--- config.mk ---
export PLATFORM = sky130hd
export DESIGN_NAME = ides_sync
export DESIGN_NICKNAME = d
export VERILOG_FILES = /design/src/rtl/ides_sync.sv
export SDC_FILE = /design/constraint.sdc
export NUM_CORES = 1
export LEC_CHECK = 0
export ABC_AREA = 0
export CAP_MARGIN = 40
export CORE_MARGIN = 3
export CORE_UTILIZATION = 30
export DETAILED_ROUTE_END_ITERATION = 8
export PLACE_DENSITY = 0.61
export SLEW_MARGIN = 20
export SYNTH_ARGS = -nofsm -noshare
export SYNTH_HDL_FRONTEND = slang
export SYNTH_SLANG_ARGS = --single-unit
--- constraint.sdc ---
create_clock -name CLK -period 1.65 [get_ports CLK]
set_input_delay 0.2475 -clock CLK [delete_from_list [all_inputs] [get_ports CLK]]
set_output_delay 0.2475 -clock CLK [all_outputs]
set_load 0.02 [all_outputs]
--- src/rtl/ides_sync.sv ---
// ides_sync: single-clock 1:WIDTH serial-to-parallel deserializer with
// bit-slip word alignment.
//
// One serial bit is sampled on every CLK edge with CE high and assembled into
// WIDTH-bit words. Each completed word is registered on Q, and VALID pulses
// for one cycle. A rising edge on CALIB, seen on a CE cycle, holds the bit
// counter for one sample. This moves the word boundary one bit later.
//
// Ports:
//   CLK      in   sole clock, rising edge
//   RESET    in   synchronous, active-high reset (overrides CE/CALIB/D)
//   CE       in   clock enable; a bit is sampled only when high
//   D        in   serial data
//   CALIB    in   bit-slip request, acts on its rising edge only
//   Q        out  last complete parallel word (registered)
//   VALID    out  one-cycle strobe: Q was updated on this edge
//   SLIP_CNT out  slips applied since reset, modulo WIDTH
module ides_sync #(
  parameter int unsigned WIDTH     = 4,
  parameter bit          LSB_FIRST = 1'b1,
  parameter logic        INIT      = 1'b0
) (
  input  logic             CLK,
  input  logic             RESET,
  input  logic             CE,
  input  logic             D,
  input  logic             CALIB,
  output logic [WIDTH-1:0] Q,
  output logic             VALID,
  output logic [3:0]       SLIP_CNT
);

  // Declaration initialisers give the reset state at time zero, so the model
  // is usable even when no reset is applied.
  logic [WIDTH-1:0] sr_q    = '0;
  logic [WIDTH-1:0] sr_d;
  logic [3:0]       cnt_q   = '0;
  logic [3:0]       cnt_d;
  logic             cal_q   = 1'b0;
  logic [WIDTH-1:0] q_q     = {WIDTH{INIT}};
  logic [WIDTH-1:0] q_d;
  logic             valid_q = 1'b0;
  logic             valid_d;
  logic [3:0]       slip_q  = '0;
  logic [3:0]       slip_d;

  logic             slip;
  logic             last_bit;
  logic [WIDTH-1:0] sr_shift;

  // The rising edge is qualified by CE. An edge seen with CE low is dropped
  // and is not held pending.
  assign slip     = CALIB & ~cal_q & CE;
  assign last_bit = (cnt_q == 4'(WIDTH - 1));

  // The word's first bit ends up in Q[0] (LSB_FIRST) or in Q[WIDTH-1].
  generate
    if (LSB_FIRST) begin : g_lsb
      assign sr_shift = {D, sr_q[WIDTH-1:1]};
    end else begin : g_msb
      assign sr_shift = {sr_q[WIDTH-2:0], D};
    end
  endgenerate

  always_comb begin
    sr_d    = sr_q;
    cnt_d   = cnt_q;
    q_d     = q_q;
    valid_d = 1'b0;
    slip_d  = slip_q;
    if (CE) begin
      sr_d = sr_shift;
      if (slip) begin
        // The counter holds, so this sample is an extra bit. The word that
        // would have completed here completes on the next CE cycle instead.
        slip_d = (slip_q == 4'(WIDTH - 1)) ? '0 : slip_q + 4'd1;
      end else if (last_bit) begin
        cnt_d   = '0;
        q_d     = sr_shift;
        valid_d = 1'b1;
      end else begin
        cnt_d = cnt_q + 4'd1;
      end
    end
  end

  always_ff @(posedge CLK) begin
    if (RESET) begin
      sr_q    <= '0;
      cnt_q   <= '0;
      cal_q   <= 1'b0;
      q_q     <= {WIDTH{INIT}};
      valid_q <= 1'b0;
      slip_q  <= '0;
    end else begin
      sr_q    <= sr_d;
      cnt_q   <= cnt_d;
      cal_q   <= CALIB;
      q_q     <= q_d;
      valid_q <= valid_d;
      slip_q  <= slip_d;
    end
  end

  assign Q        = q_q;
  assign VALID    = valid_q;
  assign SLIP_CNT = slip_q;

endmodule

---- Word level (Yosys, flattened, before mapping) ----
Index checks and enable logic that the tools add are counted.
Widths: inputs -> output; s select.
storage, ports and cells
  register bits after elaboration ......... 18
  output and inout port bits .............. 9
  bits of input ports ..................... 5
  word-level logic and storage cells ...... 22
operators by class
  reductions and logical operators ........ 4
  $add $sub $neg .......................... 2
  bitwise operators ....................... 5
  equal/unequal tests ..................... 2
  mux-type cells .......................... 3
operators by type and width
  operator             number
  $add 4x1->4 const B  2
  $eq 4x2->1 const B   2
  $mux 4               2
  $reduce_and 2->1     2
  $not 1->1            3
  $reduce_and 3->1     1
  $reduce_or 3->1      1
  $and 1x1->1          2
  $mux 1               1

---- Logic depth before layout (Yosys ltp) ----
Gate-level depths: netlist of the first run.
  depth in word-level cells ............... 5
  mapped depth ............................ 4
  gate-level depth less buffers ........... 4

---- Least setup slack after synthesis of the first run ----
No wires, ideal clock.
  path kind ............................... flip-flop to flip-flop
  from .................................... register slip_q[0] (netlist: SLIP_CNT[0])
  to ...................................... register slip_q[2] (netlist: SLIP_CNT[2])
  stages on the path, launching flop included .. 5
  path buffers ............................ 0
  data arrival time ....................... 1.290 ns
  library setup time ...................... 0.070 ns
  period minus slack after synthesis ...... 1.360 ns
  data required time ...................... 1.580 ns
  slack ................................... 0.290 ns
  cell sequence ........................... dfxtp_1 > ha_1 > inv_1 > or4_1 > a21oi_1
on the way
  cells in the longest elaborated chain, start to end .. 2
  elaborated cells between the ends (all ways) .. 3
  those cells by class .................... add/sub (1); eq/ne (1); mux (1)
RTL lines
  what                                              RTL line  source
  start: declaration                                44        logic [3:0] slip_q = '0;
  start signal: assignment                          101       slip_q <= slip_d;
  $add 4x1->4 / $eq 4x2->1 (equally long branches)  76        slip_d = (slip_q == 4'(WIDTH - 1)) ? '0 : slip_q + 4'd1;
  $mux 4 (*)                                        76
Every way passes the cells marked *; elsewhere a longest branch is shown, timed or not.
A chain may end at the register's enable or synchronous reset.

---- Worst setup path after layout of the first run ----
  from .................................... register slip_q[0] (netlist: SLIP_CNT[0])
  to ...................................... output port SLIP_CNT[0]
RTL lines
  what              RTL line  source
  end: declaration  30        output logic [3:0] SLIP_CNT
No word-level cell between the ends.

==> impl_metrics.py, run 1 <==
metrics = {
    "sta": {
        "drv_slew": 0,
        "min_period_over_period": 0.959,
        "slew_headroom": 0.822,
        "max_slew.worst_pin.slew_ns": 0.263,
        "clock-skew-final_ns": 0.00292,
        "setup_viol": 0,
        "hold_violations": 0,
        "min_period_ns": 1.58,
        "fin_setup_tns_ns": 0,
        "rsz0062_at_grt": "no",
        "fmax_mhz": 632,
    },
    "power_and_ir_drop": {
        "pwr-share-clk": 0.300,
        "p_switching_mw": 0.170,
        "seq_power_share": 0.591,
        "p_int_mw": 0.556,
        "vdd_drop_max_v": 0.000356,
        "power.share.combinational": 0.109,
        "power_mw": 0.726,
        "leakage_nw": 0.364,
        "sw_frac_of_total": 0.234,
        "pwr_density_cell_nw_per_um2": 742,
    },
    "cells_and_area": {
        "drive_above_1_share": 0.141,
        "multi_input_area_um2": 387,
        "fin_nets": 107,
        "utilization": 0.422,
        "diodes": 0,
        "fillers": 239,
        "syn2layout_area_growth_pct": 27.6,
        "regArea_um2": 340,
    },
    "global_route": {
        "grt_max_degree": 13,
        "grt_pass1_vias": 561,
        "grt_pass1_wl_um": 2430,
        "antenna_found_initial": 0,
        "track_usage": 0.0930,
        "overflow": 0,
    },
    "routing": {
        "antenna_left": 0,
        "routed_wirelength_um": 1420,
        "drt_iter0_markers": 9,
        "viasPerCell": 4.91,
        "route.detailed.drc": 0,
        "vias": 624,
        "drt-pass1-iter-count": 4,
        "wl_per_cell_um": 11.2,
    },
    "clock_network": {
        "ctsHoldBuffers": 0,
        "cts_root_buf": "clkbuf_4",
        "cts_made_buffers": 3,
        "ctsHtreeMaxLevel": 1,
        "cts_num_sinks": 17,
        "cts_resized": 0,
        "worstSkewPairLatency_ns": 0.28,
        "post_cts_buffers": 0,
        "clockBufferDepth": 2,
        "clkTransAtPathRegs_ns": 0.09,
        "cts_tree": "built",
    },
    "synth": {
        "yosys.area.top_type_share": 0.444,
        "ys_top_cells_by_area": "dfxtp_1, mux2i_1, nand2b_1",
        "ys_types": 27,
        "yosys_warnings": 0,
        "netlist_instances": 80,
        "synthTopCellsByCount": "dfxtp_1, nand2b_1, mux2i_1",
        "ys_seq_area_frac": 0.444,
        "synth_top_cell_by_area": "dfxtp_1",
        "syn_avg_cell_area_um2": 9.59,
        "yosys_most_used_dff": "dfxtp_1",
        "synth_fp_nets": 87,
        "synth_edf_count": 0,
        "synth_most_common_cell": "dfxtp_1",
        "syn_area_um2": 767,
        "async_flop_share": 0,
        "ys_seq_elements": 17,
    },
    "worst_setup_path": {
        "worstPathMaxFanout": 5,
        "crit_path_end_kind": "primary output",
        "startpoint_type": "register",
        "arrival_ns": 1.33,
        "crit_buf_inv": 1,
        "critPathSlowestCell": "clkdlybuf4s50_1",
        "cp_top_family": "buffers and inverters",
        "crit_chain": "clkdlybuf4s50_1",
        "path_class": "reg2out",
        "cpPeakStageDelay_ns": 0.63,
        "cp.required_ns": 1.40,
    },
    "placement": {
        "dp_hpwl_um": 1060,
        "gp_congestion": 0.817,
        "io_buffers": 13,
    },
    "die": {
        "placement_rows": 17,
        "start_util": 0.331,
        "fp.dieW_um": 56.6,
        "die_area_um2": 3200,
        "floorplan.io_pins": 14,
        "coreArea_um2": 2320,
        "die_h_um": 56.6,
    },
    "hold_path": {
        "hp-class": "reg2reg",
    },
    "run_status": {
        "status": "finished, final reports clean",
    },
    "job": {
        "cap_violations": 0,
    },
}
-- placed cells by master (no fill, tap or decap) --
cell	instances
clkbuf_4	3
mux2_2	1
mux2i_1	7
clkbuf_1	1
nor2b_1	4
or3_1	2
nor2_1	5
nand2b_1	9
ha_1	2
buf_4	6
nor4b_1	1
and2b_1	1
or4_1	1
nand3b_4	1
a211oi_2	1
nor3_1	2
inv_1	3
inv_2	1
nand2_1	1
xor2_1	1
clkdlybuf4s50_1	13
a21oi_1	5
nand3_1	4
nand4_1	1
o21ai_0	4
and4_2	1
dfxtp_1	17
o31ai_1	1
-- layer usage --
layer / part of all wire / up-vias / GRT usage / wire, um
met5: 0 / - / 0 / 0
met4: 0 / 0 / 0.0407 / 0
met3: 0.054 / 0 / 0.0230 / 77
met2: 0.45 / 15 / 0.145 / 636
met1: 0.50 / 296 / 0.120 / 706
li1: - / 313 / - / -
-- power groups by stage --
stage | Clock [mW] | Sequential [mW] | Combinational (mW)
final | 0.218 | 0.429 | 0.0794
after global routing | 0.242 | 0.431 | 0.0882
after CTS | 0.230 | 0.429 | 0.0804
after detailed placement | 0 | 0.438 | 0.0796
after global placement | 0 | 0.438 | 0.0784
after floorplan | 0 | 0.440 | 0.0432
-- cells by family (layout without fill, tap and decap cells) --
logic type,Yosys count,in the layout,share of synthesized area
and+or+nand+nor,33,33,0.269
DFF,17,17,0.444
AOI/OAI and AO/OA,11,11,0.0848
muxes,8,8,0.106
buffers and inverters,8,27,0.0522
adders and majority gates,2,2,0.0326
xor gates and xnor gates,1,1,0.0114
-- flip-flops by register name, indices dropped and copies added, names as in the netlist --
register / count
sr_q: 3
Q: 4
cal_q: 1
cnt_q: 4
SLIP_CNT: 4
VALID: 1
-- path summary, 6_finish.rpt --
kind | start | to | slack, ns | cells after the start
setup / recovery | SLIP_CNT[0]$_SDFFE_PP0P_ | SLIP_CNT[0] | 0.07 | 1
hold / removal | Q[0]$_SDFFE_PP0P_ | Q[0]$_SDFFE_PP0P_ | 0.48 | 2
setup reg to reg | SLIP_CNT[0]$_SDFFE_PP0P_ | SLIP_CNT[2]$_SDFFE_PP0P_ | 0.35 | 4
hold reg to reg | Q[0]$_SDFFE_PP0P_ | Q[0]$_SDFFE_PP0P_ | 0.48 | 2
-- per-stage QoR --
| stage | hold WS (ns) | cells | setup slack (ns) | cell area (um2) |
|---|---|---|---|---|
| 3_5_place_dp | 0.467 | 123 | 0.0123 | 952 |
| 2_1_floorplan | 0.376 | 80 | 0.290 | 767 |
| 6_report | 0.482 | 127 | 0.0681 | 978 |
| 5_1_grt | 0.509 | 127 | 0.0125 | 978 |
| 4_1_cts | 0.486 | 127 | 0.0404 | 978 |
| 3_3_place_gp | 0.462 | 123 | 0.0422 | 952 |
-- final cells by class --
type                    instances  area share
inverters                       4      0.0153
well taps                      28      0.0358
flip-flops and latches         17       0.348
multi-input cells              55       0.395
clock buffers                   4      0.0269
repair buffers                 19       0.179
Power figures use the tool's default switching activity.
==> run 2: changes to the inputs <==
--- a/config.mk
+++ b/config.mk
@@ -11,4 +11,5 @@
 export CORE_UTILIZATION = 30
 export DETAILED_ROUTE_END_ITERATION = 8
+export GPL_ROUTABILITY_DRIVEN = 0
 export PLACE_DENSITY = 0.61
 export SLEW_MARGIN = 20
==> constraint.sdc (replaced) <==
create_clock -name CLK -period 1.65 [get_ports CLK]
set_input_delay 0.165 -clock CLK [delete_from_list [all_inputs] [get_ports CLK]]
set_output_delay 0.165 -clock CLK [all_outputs]
set_load 0.02 [all_outputs]
==> impl_metrics.py, run 2 (synthesized netlist as in run 1, its figures left out) <==
metrics = {
    "run_status": {
        "status": "finished, final reports clean",
    },
    "worst_setup_path": {
        "critPathSlowestCell": "clkdlybuf4s50_1",
        "cpPeakStageDelay_ns": 0.64,
        "reg2reg_setup_slack_ns": 0.34,
        "arrival_ns": 1.34,
        "worstRegToRegCells": 4,
        "cp_top_family": "buffers and inverters",
        "crit-reg2reg-capture": "SLIP_CNT[2]$_SDFFE_PP0P_",
        "crit_path_end_kind": "primary output",
        "worstPathMaxFanout": 5,
        "path_class": "reg2out",
        "cp.required_ns": 1.48,
        "startpoint_type": "register",
        "crit_chain": "clkdlybuf4s50_1",
        "r2r-start": "SLIP_CNT[0]$_SDFFE_PP0P_",
        "crit_buf_inv": 1,
    },
    "routing": {
        "route.detailed.drc": 0,
        "antenna_left": 0,
        "drt_iter0_markers": 12,
        "wl_per_cell_um": 10.9,
        "viasPerCell": 4.80,
        "drt-pass1-iter-count": 4,
        "routed_wirelength_um": 1370,
        "vias": 605,
    },
    "clock_network": {
        "cts_made_buffers": 3,
        "cts_tree": "built",
        "clkTransAtPathRegs_ns": 0.09,
        "cts_num_sinks": 17,
        "clockBufferDepth": 2,
        "ctsHtreeMaxLevel": 1,
        "ctsHoldBuffers": 0,
        "cts_root_buf": "clkbuf_4",
        "worstSkewPairLatency_ns": 0.28,
        "post_cts_buffers": 0,
        "cts_resized": 0,
    },
    "sta": {
        "fmax_mhz": 663,
        "hold_violations": 0,
        "min_period_over_period": 0.914,
        "setup_viol": 0,
        "clock-skew-final_ns": 0.00453,
        "slew_headroom": 0.797,
        "worst_slack_ns": 0.142,
        "max_slew.worst_pin.slew_ns": 0.304,
        "fin_setup_tns_ns": 0,
        "min_period_ns": 1.51,
        "drv_slew": 0,
        "rsz0062_at_grt": "no",
        "holdWs_ns": 0.475,
    },
    "cells_and_area": {
        "diodes": 0,
        "syn2layout_area_growth_pct": 26.6,
        "fin_nets": 106,
        "design_area_um2": 971,
        "drive_above_1_share": 0.133,
        "mostFrequentLayoutCell": "dfxtp_1",
        "mostFrequentLayoutCells": "dfxtp_1, clkdlybuf4s50_1, nand2b_1, mux2i_1",
        "regArea_um2": 340,
        "multi_input_area_um2": 387,
        "fillers": 234,
        "utilization": 0.419,
        "stdcell_count": 126,
    },
    "global_route": {
        "grt_max_degree": 13,
        "grt_pass1_vias": 577,
        "track_usage": 0.0921,
        "grt_pass1_wl_um": 2370,
        "overflow": 0,
        "antenna_found_initial": 0,
    },
    "hold_path": {
        "hp-start": "Q[1]$_SDFFE_PP0P_",
        "hold_end": "Q[1]$_SDFFE_PP0P_",
        "hp-class": "reg2reg",
        "holdPathStages": 2,
    },
    "placement": {
        "io_buffers": 13,
        "dp_hpwl_um": 1010,
        "dp_slack_ns": 0.0475,
        "dpl_cell_area_um2": 945,
        "dp_cells": 122,
    },
    "power_and_ir_drop": {
        "p_switching_mw": 0.166,
        "sw_frac_of_total": 0.230,
        "seq_power_share": 0.596,
        "power.share.combinational": 0.106,
        "vdd_drop_max_v": 0.000698,
        "leakage_nw": 0.358,
        "p_int_mw": 0.554,
        "power_mw": 0.720,
        "pwr_density_cell_nw_per_um2": 741,
        "pwr-share-clk": 0.298,
    },
    "die": {
        "die_area_um2": 3200,
        "coreArea_um2": 2320,
        "fp.dieW_um": 56.6,
        "placement_rows": 17,
        "start_util": 0.331,
        "floorplan.io_pins": 14,
        "die_h_um": 56.6,
    },
    "job": {
        "cap_violations": 0,
    },
}
-- run 2: worst min-delay path, stage by stage (launching register included) --
cell and delay (ns):
dfxtp_1 0.32, nand2b_1 0.06, mux2i_1 0.06
-- run 2: layout make-up --
class	instances	area share
clock buffer	4	0.0271
inverter	4	0.0155
multi-input combinational	55	0.398
sequential	17	0.351
tap	28	0.0361
timing repair buffer	18	0.173
-- run 2: worst max path at each step --
| stage | endpoint | depth (start not counted) | slack, ns | start |
|---|---|---|---|---|
| floorplan | SLIP_CNT[2]$_SDFFE_PP0P_ | 4 | 0.29 | SLIP_CNT[0]$_SDFFE_PP0P_ |
| global placement | cnt_q[3]$_SDFFE_PP0P_ | 4 | 0.07 | CE |
| detailed placement | cnt_q[3]$_SDFFE_PP0P_ | 4 | 0.05 | CE |
| CTS | SLIP_CNT[0] | 1 | 0.13 | SLIP_CNT[0]$_SDFFE_PP0P_ |
| global route | SLIP_CNT[0] | 1 | 0.06 | SLIP_CNT[0]$_SDFFE_PP0P_ |
| finish | SLIP_CNT[0] | 1 | 0.14 | SLIP_CNT[0]$_SDFFE_PP0P_ |
-- run 2: layer usage --
layer	up-vias	part of all wire	global-route usage
li1	310	-	-
met1	276	0.51	0.110
met2	19	0.42	0.153
met3	0	0.071	0.0437
met4	0	0	0.0102
met5	-	0	0
-- run 2: power groups by stage --
stage,clock [mW],combinational [mW],sequential (mW)
detailed placement,0,0.0760,0.439
CTS,0.228,0.0765,0.429
floorplan,0,0.0432,0.440
global placement,0,0.0756,0.438
global route,0.251,0.0851,0.431
finish,0.215,0.0760,0.429
==> run 3: changes to the inputs <==
clock period = 1.4 ns   (was 1.65 ns; I/O delays follow)
==> impl_metrics.py, run 3 (synthesized netlist as in run 1, its figures left out) <==
metrics = {
    "clock_network": {
        "worstSkewPairLatency_ns": 0.29,
        "post_cts_buffers": 0,
        "clockBufferDepth": 2,
        "ctsHtreeMaxLevel": 1,
        "ctsHoldBuffers": 0,
        "cts_root_buf": "clkbuf_4",
        "cts_tree": "built",
        "cts_made_buffers": 3,
        "cts_num_sinks": 17,
        "clkTransAtPathRegs_ns": 0.10,
    },
    "power_and_ir_drop": {
        "vdd_drop_max_v": 0.000488,
        "power_mw": 0.872,
        "leakage_nw": 0.469,
        "pwr_density_cell_nw_per_um2": 856,
    },
    "placement": {
        "dp_slack_ns": -0.162,
        "io_buffers": 13,
        "dp_hpwl_um": 1000,
    },
    "routing": {
        "antenna_left": 0,
        "drt_iter0_markers": 7,
        "vias": 625,
        "route.detailed.drc": 0,
        "viasPerCell": 4.73,
        "routed_wirelength_um": 1400,
        "wl_per_cell_um": 10.6,
        "drt-pass1-iter-count": 4,
    },
    "cells_and_area": {
        "multi_input_area_um2": 387,
        "fillers": 236,
        "regArea_um2": 340,
        "mostFrequentLayoutCell": "dfxtp_1",
        "fin_nets": 112,
        "drive_above_1_share": 0.192,
        "syn2layout_area_growth_pct": 32.8,
        "utilization": 0.439,
        "mostFrequentLayoutCells": "dfxtp_1, buf_4, nand2b_1, mux2i_1",
        "diodes": 0,
    },
    "die": {
        "fp.dieW_um": 56.6,
        "coreArea_um2": 2320,
        "die_area_um2": 3200,
        "placement_rows": 17,
        "start_util": 0.331,
        "floorplan.io_pins": 14,
        "die_h_um": 56.6,
    },
    "hold_path": {
        "hp-class": "in2reg",
    },
    "sta": {
        "drv_slew": 0,
        "worst_slack_ns": 0.0570,
        "setup_viol": 0,
        "rsz0062_at_grt": "no",
        "fin_setup_tns_ns": 0,
        "min_period_ns": 1.34,
        "min_period_over_period": 0.959,
        "max_slew.worst_pin.slew_ns": 0.336,
        "slew_headroom": 0.775,
        "clock-skew-final_ns": 0.00360,
        "fmax_mhz": 745,
        "hold_violations": 0,
    },
    "worst_setup_path": {
        "cp.required_ns": 1.26,
        "arrival_ns": 1.20,
        "crit_buf_inv": 1,
        "cpPeakStageDelay_ns": 0.59,
        "crit_path_end_kind": "primary output",
        "worstPathMaxFanout": 1,
        "critPathSlowestCell": "clkdlybuf4s50_1",
        "path_class": "reg2out",
        "crit_chain": "clkdlybuf4s50_1",
        "cp_top_family": "buffers and inverters",
        "startpoint_type": "register",
    },
    "global_route": {
        "grt_max_degree": 16,
        "grt_pass1_wl_um": 2460,
        "overflow": 0,
        "track_usage": 0.0980,
        "grt_pass1_vias": 567,
        "antenna_found_initial": 0,
    },
    "job": {
        "cap_violations": 0,
    },
    "run_status": {
        "status": "finished, final reports clean",
    },
}
run 3: changes by cell type in the layout (fill, tap and decap cells not counted):
cell,before,now
dlymetal6s2s_1,0,3
clkinv_2,0,1
clkdlybuf4s50_1,13,5
buf_4,5,11
dlygate4sd2_1,0,5
clkbuf_1,1,0
run 3: cell type report:
class / count / share of cell area
clock buffer: 3 / 0.0221
clock inverter: 1 / 0.00491
inverter: 4 / 0.0147
multi-input combinational: 55 / 0.380
sequential: 17 / 0.334
tap: 28 / 0.0344
timing repair buffer: 24 / 0.210
run 3: what timing repair did:
| action | in CTS | in global routing |
|---|---|---|
| endpoints found under the hold margin | 0 | 0 |
| resized for setup | 5 | 3 |
| endpoints found under the setup margin | 5 | 3 |
run 3: power by group:
group / total [mW] / internal [mW] / switching, mW
Combinational: 0.102 / 0.0568 / 0.0454
Clock: 0.264 / 0.106 / 0.158
Sequential: 0.505 / 0.495 / 0.0104
Total: 0.872 / 0.658 / 0.214
run 3: metal layers:
metal	track usage	up-vias	share of wire	wire, um
met2	0.145	13	0.40	567
met3	0.0230	4	0.060	84
met5	0	-	0	0
met4	0.0508	0	0.021	30
met1	0.131	284	0.51	721
li1	-	324	-	-
run 3: stage by stage:
| step | instance area [um2] | hold slack [ns] | instances |
|---|---|---|---|
| detailed placement | 990 | 0.465 | 128 |
| global route | 1020 | 0.456 | 132 |
| CTS | 1010 | 0.434 | 132 |
| floorplan | 767 | 0.268 | 80 |
| finish | 1020 | 0.441 | 132 |
| global placement | 990 | 0.462 | 128 |
run 3: path summary, 6_finish.rpt:
check                           start                        to  slack (ns)  depth (start not counted)
max                  VALID$_SDFF_PP0_                     VALID        0.06                          1
max reg2reg  SLIP_CNT[0]$_SDFFE_PP0P_  SLIP_CNT[2]$_SDFFE_PP0P_        0.13                          4
min reg2reg         Q[3]$_SDFFE_PP0P_         Q[3]$_SDFFE_PP0P_        0.48                          2
min                                 D         Q[3]$_SDFFE_PP0P_        0.44                          3
